## config.mk

```make
export PLATFORM = sky130hd
export DESIGN_NAME = mem_dump_reader
export DESIGN_NICKNAME = d
export VERILOG_FILES = /design/src/rtl/mem_dump_reader_pkg.sv /design/src/rtl/mem_dump_reader.sv
export SDC_FILE = /design/constraint.sdc
export NUM_CORES = 1
export LEC_CHECK = 0
export ABC_AREA = 1
export ABC_CLOCK_PERIOD_IN_PS = 5200
export CAP_MARGIN = 20
export CORE_UTILIZATION = 54
export CTS_CLUSTER_SIZE = 30
export DETAILED_ROUTE_END_ITERATION = 8
export PLACE_DENSITY = 0.9
export SLEW_MARGIN = 20
export SYNTH_ARGS = -nofsm -noshare
export SYNTH_HDL_FRONTEND = slang
export SYNTH_SLANG_ARGS = --single-unit
```

## constraint.sdc

```tcl
create_clock -name clk -period 5.2 [get_ports clk]
set_clock_uncertainty 0.05 [all_clocks]
set_input_delay 1.04 -clock clk [delete_from_list [all_inputs] [get_ports clk]]
set_output_delay 1.04 -clock clk [all_outputs]
set_load 0.05 [all_outputs]
```

## src/rtl/mem_dump_reader_pkg.sv

```systemverilog
// Shared definitions for the data-memory readback engine.
//   state_t     : FSM state encoding (IDLE=0, RD=1, CAP=2, SEND=3, FIN=4)
//   WORD_STRIDE : byte distance between consecutive memory words
package mem_dump_reader_pkg;

    typedef enum logic [2:0] {
        ST_IDLE = 3'd0,
        ST_RD   = 3'd1,
        ST_CAP  = 3'd2,
        ST_SEND = 3'd3,
        ST_FIN  = 3'd4
    } state_t;

    localparam logic [31:0] WORD_STRIDE = 32'd4;

endpackage

```

## src/rtl/mem_dump_reader.sv

```systemverilog
// mem_dump_reader: walks a word range of the CPU data memory through a
// dedicated synchronous read port and streams every word out on a
// valid/ready interface together with its byte address, a last flag and a
// running mod-2^DATA_WIDTH checksum.
//
// Ports
//   clk        : system clock, rising edge
//   reset      : synchronous, active-low reset
//   start      : begin a dump (sampled only while idle)
//   base_addr  : byte address of first word, low two bits ignored
//   word_count : number of words to dump (0 allowed)
//   busy       : high whenever not idle
//   done       : one-cycle pulse when a dump completes
//   mem_rd_en  : read strobe to data memory
//   mem_addr   : byte address presented with mem_rd_en
//   mem_rdata  : read data, valid the cycle after mem_rd_en
//   out_valid  : out_data / out_addr / out_last are valid
//   out_ready  : consumer accepts the word on out_valid && out_ready
//   out_data   : memory word
//   out_addr   : byte address of out_data
//   out_last   : final word of the dump
//   checksum   : sum of all words transferred in the current/last dump
module mem_dump_reader
    import mem_dump_reader_pkg::*;
#(
    parameter int DATA_WIDTH = 32,
    parameter int CNT_WIDTH  = 16
) (
    input  logic                  clk,
    input  logic                  reset,
    input  logic                  start,
    input  logic [31:0]           base_addr,
    input  logic [CNT_WIDTH-1:0]  word_count,
    output logic                  busy,
    output logic                  done,
    output logic                  mem_rd_en,
    output logic [31:0]           mem_addr,
    input  logic [DATA_WIDTH-1:0] mem_rdata,
    output logic                  out_valid,
    input  logic                  out_ready,
    output logic [DATA_WIDTH-1:0] out_data,
    output logic [31:0]           out_addr,
    output logic                  out_last,
    output logic [DATA_WIDTH-1:0] checksum
);

    state_t                state_reg;
    state_t                state_next;

    logic [31:0]           addr_reg;
    logic [CNT_WIDTH-1:0]  remaining_reg;
    logic [DATA_WIDTH-1:0] checksum_reg;
    logic [DATA_WIDTH-1:0] out_data_reg;
    logic [31:0]           out_addr_reg;
    logic                  out_last_reg;

    // Datapath strobes decoded by the FSM
    logic                  start_accept;
    logic                  capture;
    logic                  transfer;

    // ------------------------------------------------------------------
    // FSM state register
    // ------------------------------------------------------------------
    always_ff @(posedge clk) begin
        if (!reset) begin
            state_reg <= ST_IDLE;
        end else begin
            state_reg <= state_next;
        end
    end

    // ------------------------------------------------------------------
    // FSM next-state and Moore outputs
    // ------------------------------------------------------------------
    always_comb begin
        state_next   = state_reg;
        busy         = 1'b1;
        done         = 1'b0;
        mem_rd_en    = 1'b0;
        mem_addr     = '0;
        out_valid    = 1'b0;
        start_accept = 1'b0;
        capture      = 1'b0;
        transfer     = 1'b0;

        case (state_reg)
            ST_IDLE: begin
                busy = 1'b0;
                if (start) begin
                    start_accept = 1'b1;
                    // A zero-length dump skips the memory entirely
                    state_next   = (word_count == '0) ? ST_FIN : ST_RD;
                end
            end
            ST_RD: begin
                mem_rd_en  = 1'b1;
                mem_addr   = addr_reg;
                state_next = ST_CAP;
            end
            ST_CAP: begin
                capture    = 1'b1;
                state_next = ST_SEND;
            end
            ST_SEND: begin
                out_valid = 1'b1;
                if (out_ready) begin
                    transfer   = 1'b1;
                    state_next = out_last_reg ? ST_FIN : ST_RD;
                end
            end
            ST_FIN: begin
                done       = 1'b1;
                state_next = ST_IDLE;
            end
            default: begin
                state_next = ST_IDLE;
            end
        endcase
    end

    // ------------------------------------------------------------------
    // Address / remaining counters, output holding registers, checksum
    // ------------------------------------------------------------------
    always_ff @(posedge clk) begin
        if (!reset) begin
            addr_reg      <= '0;
            remaining_reg <= '0;
            checksum_reg  <= '0;
            out_data_reg  <= '0;
            out_addr_reg  <= '0;
            out_last_reg  <= 1'b0;
        end else begin
            if (start_accept) begin
                // Word-align by masking off the byte-offset bits
                addr_reg      <= base_addr & ~(WORD_STRIDE - 32'd1);
                remaining_reg <= word_count;
                checksum_reg  <= '0;
            end
            if (capture) begin
                out_data_reg <= mem_rdata;
                out_addr_reg <= addr_reg;
                out_last_reg <= (remaining_reg == CNT_WIDTH'(1));
            end
            if (transfer) begin
                checksum_reg  <= checksum_reg + out_data_reg;
                // remaining never underflows: the last word exits to FIN
                remaining_reg <= remaining_reg - CNT_WIDTH'(1);
                // Wraps mod 2^32 without any error indication
                addr_reg      <= addr_reg + WORD_STRIDE;
            end
        end
    end

    assign out_data = out_data_reg;
    assign out_addr = out_addr_reg;
    assign out_last = out_last_reg;
    assign checksum = checksum_reg;

endmodule

```

======== Yosys cells after proc, flatten, opt, wreduce, memory -nomap -nowiden ========
Index checks and enable logic that the tools add are counted.
storage, ports and cells
  register bits ........................... 148
  latch bits .............................. 0
  memory bits (writable) .................. 0
  bits in read-only memories .............. 0
  bits of input ports ..................... 84
  word-level logic and storage cells ...... 42
  memories kept ........................... 0
operators by class
  add/subtract/negate cells ............... 3
  multiply operators ...................... 0
  div/mod/pow operators ................... 0
  order comparisons ....................... 0
  equality and inequality tests ........... 7
  shift operators ......................... 0
  multiplexer cells ....................... 21
  bitwise operators ....................... 0
  reductions and logical operators ........ 4
operators with widths
  operator                                                              number
  32-bit 2-to-1 mux                                                     5
  32-bit by 3-bit adder with 32-bit output, second input constant       1
  32-bit adder                                                          1
  16-bit 2-to-1 mux                                                     2
  16-bit by 1-bit == test with 1-bit output, second input constant      1
  16-bit zero test                                                      1
  16-bit by 1-bit subtractor with 16-bit output, second input constant  1
  3-bit 2-to-1 mux                                                      4
  3-bit one-hot mux with 4 select lines                                 1
  1-bit 2-to-1 mux                                                      9
  3-bit by 2-bit == test with 1-bit output, second input constant       2
  2-bit != test, second input constant                                  2
  3-bit by 1-bit == test with 1-bit output, second input constant       1
  3-bit == test, second input constant                                  1
  3-bit zero test                                                       1
  2-bit AND reduction                                                   1
  2-bit nonzero test                                                    1

======== Logic depth before layout (Yosys ltp) ========
Gate-level depths: netlist of run 1.
  depth in word-level cells ............... 4
  mapped depth ............................ 13

======== Least setup slack after synthesis of run 1 ========
OpenSTA, ideal clock, no wires.
  path kind ............................... register -> output
  start ................................... reg state_reg[0]
  end ..................................... out mem_addr[10]
  arrival ................................. 2.654 ns
  slack ................................... 1.456 ns
  cell stages (with the launch flop) ...... 6
  cells stage by stage .................... dfxtp_1 inv_1 nor3_1 inv_1 clkbuf_1 nor2_1
on the way
  word-level cells in the longest chain between the ends .. 2
RTL lines
  what                                      RTL line               source
  from (decl)                               mem_dump_reader.sv:47  state_t state_reg;
  from (signal assigned)                    mem_dump_reader.sv:69  state_reg <= state_next;
  3-bit by 1-bit == test with 1-bit output  mem_dump_reader.sv:87  case (state_reg)
  32-bit 2-to-1 mux                         mem_dump_reader.sv:87
  to (decl)                                 mem_dump_reader.sv:37  output logic [31:0] mem_addr,
No other way between the ends.

======== Worst setup path in the final report of run 1 ========
  start ................................... reg state_reg[0]
  end ..................................... out mem_addr[22]
The elaborated chain is that of the path after synthesis.

==> results of run 1 <==
-- cell type report --
class                   instances  area share [%]
clock inverters                14            1.42
diodes                          2          0.0427
repair buffers                219            18.6
clock buffers                  18            3.74
multi-input cells            1049            42.9
well taps                     216            2.30
flip-flops and latches        144            24.6
inverters                     202            6.46
-- worst paths after layout --
check,startpoint,to,slack (ps),cells past startpoint
max,state_reg[0]$_SDFFE_PN0P_,mem_addr[22],1410,6
min,remaining_reg[13]$_SDFFE_PN0P_,remaining_reg[13]$_SDFFE_PN0P_,430,2
max reg2reg,state_reg[2]$_SDFFE_PN0P_,addr_reg[10]$_SDFFE_PN0P_,2640,10
min reg2reg,remaining_reg[13]$_SDFFE_PN0P_,remaining_reg[13]$_SDFFE_PN0P_,430,2
-- cell families after synthesis --
family	after synthesis
compound gates	276
xor+xnor	7
fa+ha+maj	35
buf+inv	257
flops	144
other cells	1
simple gates	727
-- metal layers --
metal	track usage (%)	vias to the layer above
met5	0	-
met4	17.2	0
met3	6.23	94
met2	57.5	442
met1	39.7	4491
li1	-	5020
-- critical path: stages, from the launching register on --
cell             delay, ps
dfxtp_1                410
inv_1                   60
nor3_1                 220
inv_1                  370
buf_6                  280
nor2_1                 100
clkdlybuf4s50_1        820
-- stage by stage --
step                      total power [mW]  setup WS, ps  hold WS, ps
after global placement                2.42          1500          403
after CTS                             3.73          1190          434
final                                 3.75          1410          433
after global routing                  3.90          1280          451
after floorplan                       2.08          1460          394
after detailed placement              2.45          1470          417
-- cells in the final DEF, fill, tap and decap left out, types with 3 or more instances in the layout --
| cell type | n |
|---|---|
| nand4_1 | 14 |
| o221ai_1 | 3 |
| conb_1 | 4 |
| inv_2 | 5 |
| a21o_1 | 3 |
| nand2_1 | 385 |
| dfxtp_1 | 144 |
| a21oi_1 | 124 |
| nor2_1 | 182 |
| o21ai_0 | 96 |
| o21a_1 | 7 |
| ha_1 | 34 |
| clkinvlp_4 | 3 |
| clkbuf_16 | 17 |
| nand3b_1 | 4 |
| or2_2 | 4 |
| o211ai_1 | 9 |
| a31oi_1 | 13 |
| nor2_4 | 3 |
| o21bai_1 | 3 |
| nor4_1 | 5 |
| o31ai_1 | 3 |
| nor3_1 | 24 |
| buf_4 | 7 |
| clkdlybuf4s50_1 | 209 |
| inv_6 | 6 |
| o21ai_1 | 4 |
| xor2_1 | 7 |
| inv_1 | 196 |
| nand3_1 | 97 |
| o22ai_1 | 5 |
-- power by group --
part | total [mW] | leakage [nW] | internal [mW] | switching, mW
sequential | 1.32 | 1.17 | 1.22 | 0.102
clock | 1.29 | 0.289 | 0.735 | 0.553
combinational | 1.14 | 3.68 | 0.374 | 0.764
==> out/results.txt, run 1 <==
Status = finished clean
Final Instance Count excl. Fillers = 1,864
DRT iter0 DRCs = 816
Post-synthesis cell type count = 40
CTS sink count = 144
Worst Path Required = 4110 ps
Die Ht = 130 um
Tcrit/Tclk final = 73.0%
Post-Syn Instances = 1,447
GRT Overall Usage = 33.4%
Antenna violations before repair = 1
Setup Fix Bufs, Post-CTS = 0
Final Hold Vio Count = 0
Fin nets = 1,752
Synth Cell Area = 8900 um2
Synth top area cells = dfxtp_1 32%, nand2_1 16%, inv_1 8.3%
Crit. End Element = primary output
CP Max Fanout = 18
Post-synthesis mux area share = 0%
Final ANT Viol Nets = 0
Max-slew violations = 0
Total grt overflow = 0
Asr flop ratio synth = 0%
Max Buffers Root-to-Sink = 2
Worst VDD drop = 0.000257 V
Routed WL = 28,200 um
Placed Area = 11,100 um2
RD Place Congestion = 0.937
Largest family of logic cells by synthesized area = simple AND/OR/NAND/NOR gates
Post-synth top area cell = dfxtp_1
Fin util = 73.3%
Root buffer cell = clkbuf_16
Starting Density = 55.6%
Highest clock rate = 264 MHz
Setup TNS = 0 ps
First-pass GRT wire length = 44,500 um
Length of routed met3 wiring = 2140 um
IO Port Bufs = 210
Post-Synth Simple-Gate Area = 33.8%
Slew headroom = 36.7%
Largest net degree at the start of global routing = 72
Sequential Area = 2880 um2
Max cap viols = 0
Row cnt = 46
Worst-path clk slew = 70 ps
Worst-Skew Late Latency = 450 ps
Setup-failing EPs final = 0
Area fraction in compound gates after synthesis = 16.8%
Kind of critical path = reg -> out
#FFs+latches synth = 144
Top_reg_cell synth = dfxtp_1
Leak pwr = 5.14 nW
CTS tree = built
Residual DRC = 0
HPWL after DPL = 20,100 um
Worst-Margin Slew = 948 ps
CP Launch Type = register
RSZ-0062 raised after global routing = false
Core area = 16,000 um2
Number of enable flip-flop cells after synthesis = 0
Yosys warning count = 0
Die W = 130 um
Post-Synth Adder-Cell Area = 5.00%
Drt pass-1 iters = 7
Routed length on met2 = 13,400 um
Post-synthesis sequential area ratio = 32.4%
Share of cells above drive strength 1 = 3.71%
Syn_area_per_cell = 6.15 um2
P&R area growth vs syn = 31.8%
DRT met1 WL = 11,500 um
Via density = 5.39
Min-Delay Path Class = reg -> reg
XOR/XNOR share of the synthesized area = 0.689%
Power per standard cell area = 319 nW/um2
Most frequent cell after synthesis = nand2_1
Post-route cell area = 11,700 um2
Worst path arrival time = 2700 ps
IO Pins = 217
Total number of vias = 10,000
WL per Instance = 15.1 um
Post-CTS Hold Buffers = 0
Commonest cells post-synth = 385 x nand2_1, 197 x inv_1, 182 x nor2_1
Via count of the first global-routing pass = 9,353
Filler Cell Count = 1,344
Top layer in use = met4
Die area = 17,000 um2
Post_cts resized = 0
Placed insts = 1,828
Post-synth top area share = 32.4%
TritonCTS Buffers = 17
Multi-input logic area = 5030 um2
Final Critical Period = 3790 ps
H-tree depth = 4
(Power assumes the default switching activity.)
==> run 2: changes to the inputs <==
--- a/config.mk
+++ b/config.mk
@@ -6,12 +6,12 @@
 export NUM_CORES = 1
 export LEC_CHECK = 0
 export ABC_AREA = 1
-export ABC_CLOCK_PERIOD_IN_PS = 5200
+export ABC_CLOCK_PERIOD_IN_PS = 3580
 export CAP_MARGIN = 20
-export CORE_UTILIZATION = 54
+export CORE_UTILIZATION = 51
 export CTS_CLUSTER_SIZE = 30
 export DETAILED_ROUTE_END_ITERATION = 8
-export PLACE_DENSITY = 0.9
+export PLACE_DENSITY = 0.86
 export SLEW_MARGIN = 20
 export SYNTH_ARGS = -nofsm -noshare
 export SYNTH_HDL_FRONTEND = slang
==> constraint.sdc (replaced) <==
create_clock -name clk -period 3.58 [get_ports clk]
set_clock_uncertainty 0.05 [all_clocks]
set_input_delay 0.716 -clock clk [delete_from_list [all_inputs] [get_ports clk]]
set_output_delay 0.716 -clock clk [all_outputs]
set_load 0.05 [all_outputs]
==> run 2 against run 1 <==
Effect of this change: global-route usage is 2.6 points lower; hold slack worse by 6.3 ps; combinational power is 46% higher; critical endpoint is now mem_addr[15]; via count is 0.30% higher; die area is 5.8% higher.
==> out/results.txt, run 2 (synthesis gave the netlist of run 1 again) <==
Final Critical Period = 3500 ps
IO Pins = 217 (unchanged)
Worst-Skew Late Latency = 420 ps (was 450 ps)
Routed WL = 28,100 um (was 28,200 um)
Dpl ws = 542 ps (was 1470 ps)
Highest clock rate = 285 MHz
Starting Density = 52.9% (was 55.6%)
Placed insts = 1,837 (was 1,828)
Crit. End Element = primary output (unchanged)
DRT iter0 DRCs = 762 (was 816)
Crit-path cells = inv_1 > nor3_2 > clkinvlp_4 > buf_4 > nor2_1 > clkdlybuf4s50_1 (was inv_1 > nor3_1 > inv_1 > buf_6 > nor2_1 > clkdlybuf4s50_1)
Top delay family on crit path = buffers and inverters (unchanged)
Final Instance Count excl. Fillers = 1,873 (was 1,864)
Leak pwr = 5.20 nW (was 5.14 nW)
Setup-failing EPs final = 0 (unchanged)
Antenna violations before repair = 1 (unchanged)
H-tree depth = 4 (unchanged)
Final Hold Vio Count = 0 (unchanged)
Most frequent standard cell in the layout excluding fill and tap cells = nand2_1 (unchanged)
Max incr delay on CP = 820 ps (about the same)
CP Max Fanout = 16 (was 18)
Status = finished clean (unchanged)
WHS = 427 ps (was 433 ps)
Worst VDD drop = 0.000356 V (was 0.000257 V)
Post-route cell area = 11,800 um2 (was 11,700 um2)
Smallest setup slack after layout = 75.6 ps (was 1410 ps)
Min-Delay Path Class = reg -> reg (unchanged)
Kind of critical path = reg -> out (unchanged)
Total power = 5.41 mW (was 3.75 mW)
Setup TNS = 0 ps (unchanged)
Placed Area = 11,100 um2 (about the same)
Final ANT Viol Nets = 0 (unchanged)
Root buffer cell = clkbuf_16 (unchanged)
Max Buffers Root-to-Sink = 2 (unchanged)
Die Ht = 134 um (was 130 um)
Tcrit/Tclk final = 97.9%
GRT Overall Usage = 30.8% (was 33.4%)
Worst-path clk slew = 60 ps (was 70 ps)
Bufs and invs on worst path = 4 (unchanged)
P&R area growth vs syn = 32.3% (was 31.8%)
Via count of the first global-routing pass = 9,358 (was 9,353)
Reg2reg setup slack = 1190 ps (was 2640 ps)
CP max-delay cell = clkdlybuf4s50_1 (unchanged)
WL per Instance = 15.0 um (was 15.1 um)
CTS sink count = 144 (unchanged)
Slew headroom = 42.0% (was 36.7%)
Most frequent cells in the layout = 385 x nand2_1, 207 x clkdlybuf4s50_1, 195 x inv_1 (was 385 x nand2_1, 209 x clkdlybuf4s50_1, 196 x inv_1)
Die area = 18,000 um2 (was 17,000 um2)
Row cnt = 47 (was 46)
Via density = 5.38 (was 5.39)
RD Place Congestion = 0.945 (was 0.937)
Fin util = 70.0% (was 73.3%)
IO Port Bufs = 210 (unchanged)
CP Launch Type = register (unchanged)
Max cap viols = 0 (unchanged)
Fin nets = 1,759 (was 1,752)
Core area = 16,800 um2 (was 16,000 um2)
CTS tree = built (unchanged)
Max-slew violations = 0 (unchanged)
Post-CTS Hold Buffers = 0 (unchanged)
TritonCTS Buffers = 17 (unchanged)
Worst path arrival time = 2740 ps (was 2700 ps)
First-pass GRT wire length = 44,700 um (was 44,500 um)
HPWL after DPL = 20,500 um (was 20,100 um)
Drt pass-1 iters = 8 (was 7)
Residual DRC = 0 (unchanged)
Total grt overflow = 0 (unchanged)
Die W = 134 um (was 130 um)
Share of cells above drive strength 1 = 4.18% (was 3.71%)
Worst-Margin Slew = 868 ps (was 948 ps)
Largest net degree at the start of global routing = 72 (unchanged)
Total number of vias = 10,100 (was 10,000)
Power per standard cell area = 459 nW/um2 (was 319 nW/um2)
Worst Path Required = 2810 ps (was 4110 ps)
run 2: cell types whose count changed in the layout (fill, tap and decap cells not counted), moves of 2 or more:
cell,delta
clkdlybuf4s50_1,-2
inv_8,-2
inv_6,-4
buf_4,+8
clkinv_2,+3
dlymetal6s2s_1,+2
clkinvlp_4,+3
run 2: final timing paths:
kind                                                      from  cells after the start                        endpoint
worst max-delay path                 state_reg[0]$_SDFFE_PN0P_                      6                    mem_addr[15]
worst max register to register       state_reg[2]$_SDFFE_PN0P_                      9       checksum[11]$_SDFFE_PN0P_
worst min-delay path            remaining_reg[15]$_SDFFE_PN0P_                      2  remaining_reg[15]$_SDFFE_PN0P_
worst min register to register  remaining_reg[15]$_SDFFE_PN0P_                      2  remaining_reg[15]$_SDFFE_PN0P_
run 2: final cells by class:
type | instances | area, um2
fillers | 1499 | 5040
diodes | 1 | 2.50
repair buffers | 225 | 2210
multi-input cells | 1049 | 5030
repair inverters | 1 | 7.51
flip-flops and latches | 144 | 2880
well taps | 220 | 275
clock buffers | 18 | 439
inverters | 202 | 762
clock inverters | 13 | 161
run 2: timing repair:
action,in CTS,in global routing
resized for setup,0,5
setup buffers,0,3
setup endpoints to repair,0,30
run 2: power breakdown:
group,internal (mW),switching [mW]
clock,1.11,0.717
combinational,0.547,1.12
sequential,1.77,0.147
total,3.43,1.98
run 2: tightest hold or removal path, stage by stage, from the launching register on:
cell	delay, ps
dfxtp_1	310
nand2_1	60
a21oi_1	60
run 2: per-layer routing:
| layer | routed length (um) | track usage, % | vias to the layer above |
|---|---|---|---|
| li1 | - | - | 5040 |
| met4 | 722 | 9.49 | 0 |
| met5 | 0 | 0 | - |
| met2 | 13900 | 55.6 | 417 |
| met3 | 1960 | 4.99 | 50 |
| met1 | 11500 | 37.4 | 4570 |
==> run 3: changes to the inputs <==
--- a/config.mk
+++ b/config.mk
@@ -5,13 +5,12 @@
 export SDC_FILE = /design/constraint.sdc
 export NUM_CORES = 1
 export LEC_CHECK = 0
-export ABC_AREA = 1
 export ABC_CLOCK_PERIOD_IN_PS = 3580
 export CAP_MARGIN = 20
-export CORE_UTILIZATION = 51
+export CORE_UTILIZATION = 49
 export CTS_CLUSTER_SIZE = 30
 export DETAILED_ROUTE_END_ITERATION = 8
-export PLACE_DENSITY = 0.86
+export PLACE_DENSITY = 0.85
 export SLEW_MARGIN = 20
 export SYNTH_ARGS = -nofsm -noshare
 export SYNTH_HDL_FRONTEND = slang
==> run 3 against run 2 <==
Effect of this change: clock-buffer cell count rose by 4; via count fell by 19%; global-route usage fell by 3.2 points; wire length fell by 18%; sequential power fell by 8%; register-to-register slack got worse by 480 ps; first-iteration DRC count rose by 12%; die area fell by 8.9%; critical path type unchanged.
==> out/results.txt, run 3 <==
Max cap viols = 0 (unchanged)
Final Critical Period = 3190 ps (was 3500 ps)
Hold Path Origin = out_addr[10]$_SDFFE_PN0P_ (was remaining_reg[15]$_SDFFE_PN0P_)
Syn_area_per_cell = 7.68 um2 (was 6.15 um2)
Post-Syn Instances = 1,014 (was 1,447)
Residual DRC = 0 (unchanged)
RD Place Congestion = 0.878 (was 0.945)
Routed WL = 22,900 um (was 28,100 um)
Part of the power in the clock network = 39.9% (was 33.8%)
Most frequent cells in the layout = 210 x clkdlybuf4s50_1, 191 x nand2_1, 158 x a21oi_1 (was 385 x nand2_1, 207 x clkdlybuf4s50_1, 195 x inv_1)
Worst-path clk slew = 60 ps (about the same)
Status = finished clean (unchanged)
Worst Path Required = 2810 ps (about the same)
CTS tree = built (unchanged)
Post-synthesis cell type count = 71 (was 40)
Setup TNS = 0 ps (unchanged)
Gate power share = 17.1% (was 30.8%)
Largest net degree at the start of global routing = 76 (was 72)
Die W = 128 um (was 134 um)
IO Pins = 217 (unchanged)
Power per standard cell area = 387 nW/um2 (was 459 nW/um2)
Final ANT Viol Nets = 0 (unchanged)
Synth top area cells = dfxtp_1 37%, a21oi_1 10%, nand2_1 9.3% (was dfxtp_1 32%, nand2_1 16%, inv_1 8.3%)
Most frequent cell after synthesis = nand2_1 (unchanged)
# diodes = 0 (was 1)
RSZ-0062 raised after global routing = false
TritonCTS Buffers = 17 (unchanged)
Row cnt = 45 (was 47)
Worst VDD drop = 0.000379 V (was 0.000356 V)
Die area = 16,400 um2 (was 18,000 um2)
Via count of the first global-routing pass = 7,344 (was 9,358)
Crit-path cells = nor3b_2 > buf_4 > and2_1 > clkdlybuf4s50_1 (was inv_1 > nor3_2 > clkinvlp_4 > buf_4 > nor2_1 > clkdlybuf4s50_1)
Worst-Skew Late Latency = 430 ps (was 420 ps)
Drt pass-1 iters = 5 (was 8)
Die Ht = 128 um (was 134 um)
Total number of vias = 8,160 (was 10,100)
Highest clock rate = 313 MHz (was 285 MHz)
IO Port Bufs = 210 (unchanged)
Final Instance Count excl. Fillers = 1,421 (was 1,873)
Placed insts = 1,389 (was 1,837)
Most frequent standard cell in the layout excluding fill and tap cells = clkdlybuf4s50_1 (was nand2_1)
#FFs+latches synth = 144 (unchanged)
H-tree depth = 4 (unchanged)
Final Hold Vio Count = 0 (unchanged)
Antenna violations before repair = 0 (was 1)
Tcrit/Tclk final = 89.2% (was 97.9%)
CP Max Fanout = 31 (was 16)
Seq pwr share = 43.0% (was 35.5%)
Starting Density = 50.6% (was 52.9%)
Min-Delay Path Class = reg -> reg (unchanged)
Switching power total = 1.22 mW (was 1.98 mW)
Post-synthesis sequential area ratio = 37.0% (was 32.4%)
Slew headroom = 42.2% (was 42.0%)
HPWL after DPL = 15,900 um (was 20,500 um)
Crit. End Element = primary output (unchanged)
P&R area growth vs syn = 35.7% (was 32.3%)
Core area = 15,400 um2 (was 16,800 um2)
GRT Overall Usage = 27.6% (was 30.8%)
Max incr delay on CP = 820 ps (about the same)
DRT iter0 DRCs = 854 (was 762)
Via density = 5.74 (was 5.38)
CP startpoint = state_reg[0]$_SDFFE_PN0P_ (unchanged)
P_int = 2.87 mW (was 3.43 mW)
Worst-Margin Slew = 867 ps (was 868 ps)
Kind of critical path = reg -> out (unchanged)
CP max-delay cell = clkdlybuf4s50_1 (unchanged)
Commonest cells post-synth = 192 x nand2_1, 158 x a21oi_1, 144 x dfxtp_1 (was 385 x nand2_1, 197 x inv_1, 182 x nor2_1)
Asr flop ratio synth = 0% (unchanged)
CP Launch Type = register (unchanged)
Yosys warning count = 0 (unchanged)
Total grt overflow = 0 (unchanged)
CTS sink count = 144 (unchanged)
Fin nets = 1,316 (was 1,759)
Share of cells above drive strength 1 = 5.29% (was 4.18%)
Reg2reg setup slack = 710 ps (was 1190 ps)
Reg-to-reg critical path startpoint = checksum[0]$_SDFFE_PN0P_ (was state_reg[2]$_SDFFE_PN0P_)
Setup Fix Bufs, Post-CTS = 0 (unchanged)
Switching share of power = 29.8% (was 36.6%)
Post-synth top area share = 37.0% (was 32.4%)
Synth Cell Area = 7780 um2 (was 8900 um2)
Post_cts resized = 0 (unchanged)
Max Buffers Root-to-Sink = 2 (unchanged)
Total power = 4.09 mW (was 5.41 mW)
Leak pwr = 3.86 nW (was 5.20 nW)
Post-CTS Hold Buffers = 0 (unchanged)
First-pass GRT wire length = 36,100 um (was 44,700 um)
Post-synth top area cell = dfxtp_1 (unchanged)
Max-slew violations = 0 (unchanged)
Number of enable flip-flop cells after synthesis = 0 (unchanged)
Setup-failing EPs final = 0 (unchanged)
Worst path arrival time = 2430 ps (was 2740 ps)
Top_reg_cell synth = dfxtp_1 (unchanged)
WL per Instance = 16.1 um (was 15.0 um)
Root buffer cell = clkbuf_16 (unchanged)
[run 3: per-layer routing]
metal	vias to the layer above	routed length, um	track usage, %
met5	-	0	0
met3	44	1530	5.72
met2	332	10900	46.1
met4	0	507	10.2
met1	3824	9980	35.2
li1	3960	-	-
[run 3: per-stage QoR]
| step | utilization [%] | setup WS (ps) | instance area (um2) | hold WS (ps) |
|---|---|---|---|---|
| after floorplan | - | 809 | 7790 | 399 |
| after global placement | 65.2 | 668 | 10000 | 393 |
| after detailed placement | 65.2 | 616 | 10000 | 398 |
| after CTS | 68.7 | 376 | 10600 | 406 |
| after global routing | 68.7 | 252 | 10600 | 422 |
| final | 68.7 | 387 | 10600 | 401 |
[run 3: path summary, 6_finish.rpt]
check | cells after the start | to
setup / recovery | 4 | mem_addr[14]
hold reg to reg | 2 | out_addr[10]$_SDFFE_PN0P_
setup reg to reg | 11 | checksum[30]$_SDFFE_PN0P_
hold / removal | 2 | out_addr[10]$_SDFFE_PN0P_
[run 3: area by class of cell]
cell class	count	area, um2
clock buffers	22	474
clock inverters	10	62.6
fillers	1268	4810
inverters	20	76.3
multi-input cells	790	4590
flip-flops and latches	144	2880
well taps	211	264
repair buffers	224	2210
[run 3: cell families after synthesis]
group,after synthesis,synth area share (%)
and+or+nand+nor,401,24.3
muxes,5,0.643
DFF,144,37.0
AOI/OAI and AO/OA,318,24.9
adders and majority gates,35,5.72
other,1,0.0482
buffers and inverters,83,4.29
xor gates and xnor gates,27,3.04
[run 3: power groups by stage]
stage	Clock [mW]	Combinational, mW	Sequential, mW
3_3_place_gp	0	0.685	1.79
3_5_place_dp	0	0.694	1.79
6_report	1.63	0.700	1.76
2_1_floorplan	0	0.358	1.86
5_1_grt	1.72	0.756	1.77
4_1_cts	1.64	0.699	1.76
[run 3: critical path, delay by kind of cell (launching register included)]
family	cells	cell delay (ps)
buf+inv	2	1110
flops	1	480
simple gates	2	390
